--- src/rtl/quiz_settle_timer.sv ---
`default_nettype none
// ============================================================================
//  Module      : quiz_settle_timer
//  Description : 8-bit down-counter with synchronous load, decrement enable
//                and zero flag. Counting stops at zero.
//  Ports       : clk        - clock, rising edge
//                rst        - asynchronous reset, active high
//                i_load     - load i_load_val (has priority over i_en)
//                i_load_val - value to load
//                i_en       - decrement by one when non-zero
//                o_zero     - count is zero
//  Revision    : 1.0 - initial release
// ============================================================================
module quiz_settle_timer (
    input  logic       clk,
    input  logic       rst,
    input  logic       i_load,
    input  logic [7:0] i_load_val,
    input  logic       i_en,
    output logic       o_zero
);

    logic [7:0] r_count;

    always_ff @(posedge clk or posedge rst) begin
        if (rst) begin
            r_count <= 8'd0;
        end else if (i_load) begin
            r_count <= i_load_val;
        end else if (i_en && (r_count != 8'd0)) begin
            r_count <= r_count - 8'd1;
        end
    end

    assign o_zero = (r_count == 8'd0);

endmodule : quiz_settle_timer
`default_nettype wire

--- config.mk ---
export PLATFORM = sky130hd
export DESIGN_NAME = quiz_settle_timer
export DESIGN_NICKNAME = d
export VERILOG_FILES = /design/src/rtl/quiz_settle_timer.sv
export SDC_FILE = /design/constraint.sdc
export NUM_CORES = 1
export LEC_CHECK = 0
export ABC_AREA = 1
export CORE_ASPECT_RATIO = 1.5
export CORE_MARGIN = 4
export CORE_UTILIZATION = 25
export DETAILED_ROUTE_END_ITERATION = 6
export SYNTH_ARGS = -nofsm -noshare
export SYNTH_HDL_FRONTEND = slang
export SYNTH_SLANG_ARGS = --single-unit
--- constraint.sdc ---
create_clock -name clk -period 3.35 [get_ports clk]
set_clock_uncertainty 0.2 [all_clocks]
set_input_delay 0.5025 -clock clk [delete_from_list [all_inputs] [get_ports clk]]
set_output_delay 0.5025 -clock clk [all_outputs]
set_load 0.005 [all_outputs]
Word-level counts from Yosys, hierarchy flattened
Index checks and enable logic that the tools add are counted.
W data, S select, Z words.
{"block": "totals", "wordCells": 8, "input_bits": 12, "regBits": 8, "output_inout_bits": 1}
{"block": "classes", "mux": 2, "n_addsub": 1, "reduce_logical": 4}
{"operator": "$mux W8", "n": 2}
{"operator": "$logic_not A8 Y1", "n": 1}
{"operator": "$reduce_bool A8 Y1", "n": 1}
{"operator": "$sub A8 B1 Y8 const B", "n": 1}
{"operator": "$reduce_bool A2 Y1", "n": 1}
{"operator": "$logic_and A1 B1 Y1", "n": 1}

Depth between registers and ports, before layout
{"block": "logic_depth", "ltp_word": 4, "ltp_mapped": 9, "depth_no_buf": 9}

Worst setup path after synthesis
OpenSTA, ideal clock, no wires.
{"block": "synth_path", "kind": "reg2out", "from": "reg r_count[0]", "to": "out o_zero", "arrival_ps": 921, "t_required_ps": 2647, "path_slack_ps": 1726, "path_buffers": 0, "path_stages_with_launch": 5, "cell_sequence": "dfrtp_1 -> inv_1 -> ha_1 -> nand2_1 -> nor2_1"}
{"block": "synth_between", "elab_chain_cells": 1}
{"element": "from (decl)", "line": "23", "source": "logic [7:0] r_count;"}
{"element": "from (signal assigned)", "line": "29", "source": "r_count <= i_load_val;"}
{"element": "from (signal assigned)", "line": "31", "source": "r_count <= r_count - 8'd1;"}
{"element": "$logic_not A8 Y1", "line": "35", "source": "assign o_zero = (r_count == 8'd0);"}
{"element": "to (decl)", "line": "20", "source": "output logic o_zero"}
Every way passes these cells.

Worst setup path in the final report
Same ends and word-level chain as after synthesis.

==> impl_metrics.tcl <==
set metrics [dict create \
    switchingPower_uw 126 \
    period_needed_ns 2.49 \
    cts_tree "yes" \
    drt_iter0_markers 9 \
    setup_tns_ns 0 \
    viasPerCell 4.80 \
    grt_pass1_wl_mm 2.66 \
    largest_reg_flops 8 \
    cts_root_buf "clkbuf_4" \
    holdWs_ns 0.301 \
    rows 22 \
    clockBufferDepth 2 \
    clkPwrFrac_pct 23.4 \
    power_leakage_uw 0.000392 \
    drv_slew 0 \
    first_pass_iters 4 \
    ctsResizeCount 0 \
    drive_above_1_share_pct 13.5 \
    relSlewSlack_pct 71.3 \
    syn_nets 105 \
    end_kind "output port" \
    r2r_start "r_count[0]" \
    drc 0 \
    place_ws_ns 1.05 \
    critical_path_class "register to output port" \
    ir_drop_mv 0.0982 \
    ys_types 19 \
    ys_seq_elements 8 \
    num_vias 614 \
    fill_cells 266 \
    sw_frac_of_total_pct 38.1 \
    ant_nets 0 \
    worst_slew_pin_slew_ns 0.429 \
    worst_slack_ns 0.858 \
    crit_path_max_fanout 6 \
    rr_worst_depth 7 \
    max_freq_ghz 0.401 \
    antenna_found_initial 0 \
    hpwl_mm 1.17 \
    crit_required_ns 2.65 \
    setup_viol 0 \
    final_cell_mix "30 x nand2_1, 14 x nand3_1, 12 x clkdlybuf4s50_1" \
    pwr-share-comb_pct 36.0 \
    hold_buffers 0 \
    r2r_slack_ns 1.64 \
    fin_nets 120 \
    ff_latch_area_um2 200 \
    p_seq_share_pct 40.6 \
    arrival_ns 1.79 \
    cts.reportedPaths.clkPinSlew_ns 0.06 \
    cts_sinks 8 \
    grt-ovfl-total 0 \
    r2r-end "r_count[0]" \
    die_height_um 69.6 \
    final_common_cell "nand2_1" \
    hp-class "primary input to async pin" \
    htreeDepth 1 \
    fin_crit_sh_pct 74.4 \
    postRouteWirelength_mm 1.50 \
    routedWlPerCell_um 11.7 \
    syn2layout_area_growth_pct 25.9 \
    grt_start_max_net_pins 13 \
    n_antenna_cell 0 \
    start_util_pct 25.8 \
    port_buffers 12 \
    top_register "r_count" \
    grt_util_met2_pct 17.5 \
    synth_area_um2 633 \
    core_area_mm2 0.00245 \
    hold_viol 0 \
    dieWidth_um 49.1 \
    die_area_mm2 0.00342 \
    track_usage_pct 9.96 \
    syn_area_per_cell_um2 6.96 \
    cp-start-kind "register" \
    grt_pass1_vias 650 \
    ys_warn_count 0 \
    insertion_delay_ns 0.26 \
    met1_usage_pct 10.4 \
    multiInputGateArea_um2 383 \
    cts_buffers 3 \
    reg_top3 "r_count: 8 flops" \
    p_int_uw 205 \
    status "complete, no violations" \
    seq_area_frac_synth_pct 31.6 \
    rsz0062_at_grt "no" \
    cellPowerDensity_mw_per_mm2 415 \
    ios 13 \
    use_met3_pct 0.430 \
    place_congestion 0.834 \
    syn-instance-count 91 \
    busiest_layer "met2" \
    cts_setup_buffers 0 \
    power.total_uw 331 \
    maxCapViolCount 0 \
]
## synthesized netlist by cell type
| library cell | n | share of area, % |
|---|---|---|
| nand3_2 | 1 | 1.6 |
| nand4_1 | 1 | 0.99 |
| o21ai_2 | 3 | 4.2 |
| nand3_1 | 14 | 11 |
| o21ai_4 | 1 | 2.6 |
| nor3_1 | 1 | 0.79 |
| inv_1 | 10 | 5.9 |
| buf_2 | 1 | 0.79 |
| inv_2 | 1 | 0.59 |
| xnor2_1 | 2 | 2.8 |
| nor2_1 | 6 | 3.6 |
| nor2_4 | 2 | 3.6 |
| nand2_1 | 30 | 18 |
| o21ai_0 | 4 | 3.2 |
| dfrtp_1 | 8 | 32 |
| or2_2 | 1 | 0.99 |
| ha_1 | 2 | 4.0 |
| nand2_4 | 2 | 3.6 |
| clkbuf_1 | 1 | 0.59 |
## kinds of logic (layout without fill, tap and decap cells)
group                    Yosys count  after routing  synth area share, %
adder cells (fa/ha/maj)            2              2                 3.95
buffers and inverters             13             26                 7.90
flip-flops                         8              8                 31.6
AO/OA/AOI/OAI                      8              8                 9.88
AND/OR/NAND/NOR                   58             58                 43.9
XOR/XNOR                           2              2                 2.77
## through the flow
| step | instance area, um^2 | util [%] | cells |
|---|---|---|---|
| after floorplan | 633 | - | 91 |
| after global placement | 774 | 31.6 | 125 |
| after detailed placement | 774 | 31.6 | 125 |
| after CTS | 797 | 32.5 | 128 |
| after global routing | 797 | 32.5 | 128 |
| final | 797 | 32.5 | 128 |
## worst max-delay path, stage by stage (launching register included)
cell and delay [ns]:
dfrtp_1 0.38, inv_1 0.17, ha_1 0.19, nand2_1 0.12, nor2_1 0.17, clkdlybuf4s50_1 0.52
## worst max path at each step
stage | endpoint | depth (start not counted) | startpoint | slack, ns
after detailed placement | r_count[5] | 5 | i_load | 1.05
after global routing | o_zero | 5 | r_count[0] | 0.75
after floorplan | o_zero | 4 | r_count[0] | 1.73
after global placement | r_count[5] | 5 | i_load | 1.07
final | o_zero | 5 | r_count[0] | 0.86
after CTS | o_zero | 5 | r_count[0] | 0.85
## metal layers
| metal | part of all wire, % | routed length (um) |
|---|---|---|
| met1 | 41 | 615 |
| met2 | 54 | 808 |
| met3 | 2.4 | 36 |
| met4 | 2.8 | 42 |
| met5 | 0 | 0 |
## power groups by stage
stage / Clock [uW] / Sequential (uW) / Combinational [uW]
after global placement: 0 / 135 / 114
final: 77.4 / 135 / 119
after floorplan: 0 / 130 / 88.7
after global routing: 84.4 / 137 / 136
after detailed placement: 0 / 136 / 119
after CTS: 78.2 / 134 / 120
## final cells by class
| class | count | area share, % |
|---|---|---|
| well taps | 24 | 3.77 |
| multi-input cells | 70 | 48.0 |
| clock buffers | 3 | 2.83 |
| repair buffers | 12 | 15.1 |
| inverters | 11 | 5.18 |
| flip-flops and latches | 8 | 25.1 |
Power figures use the tool's default switching activity.
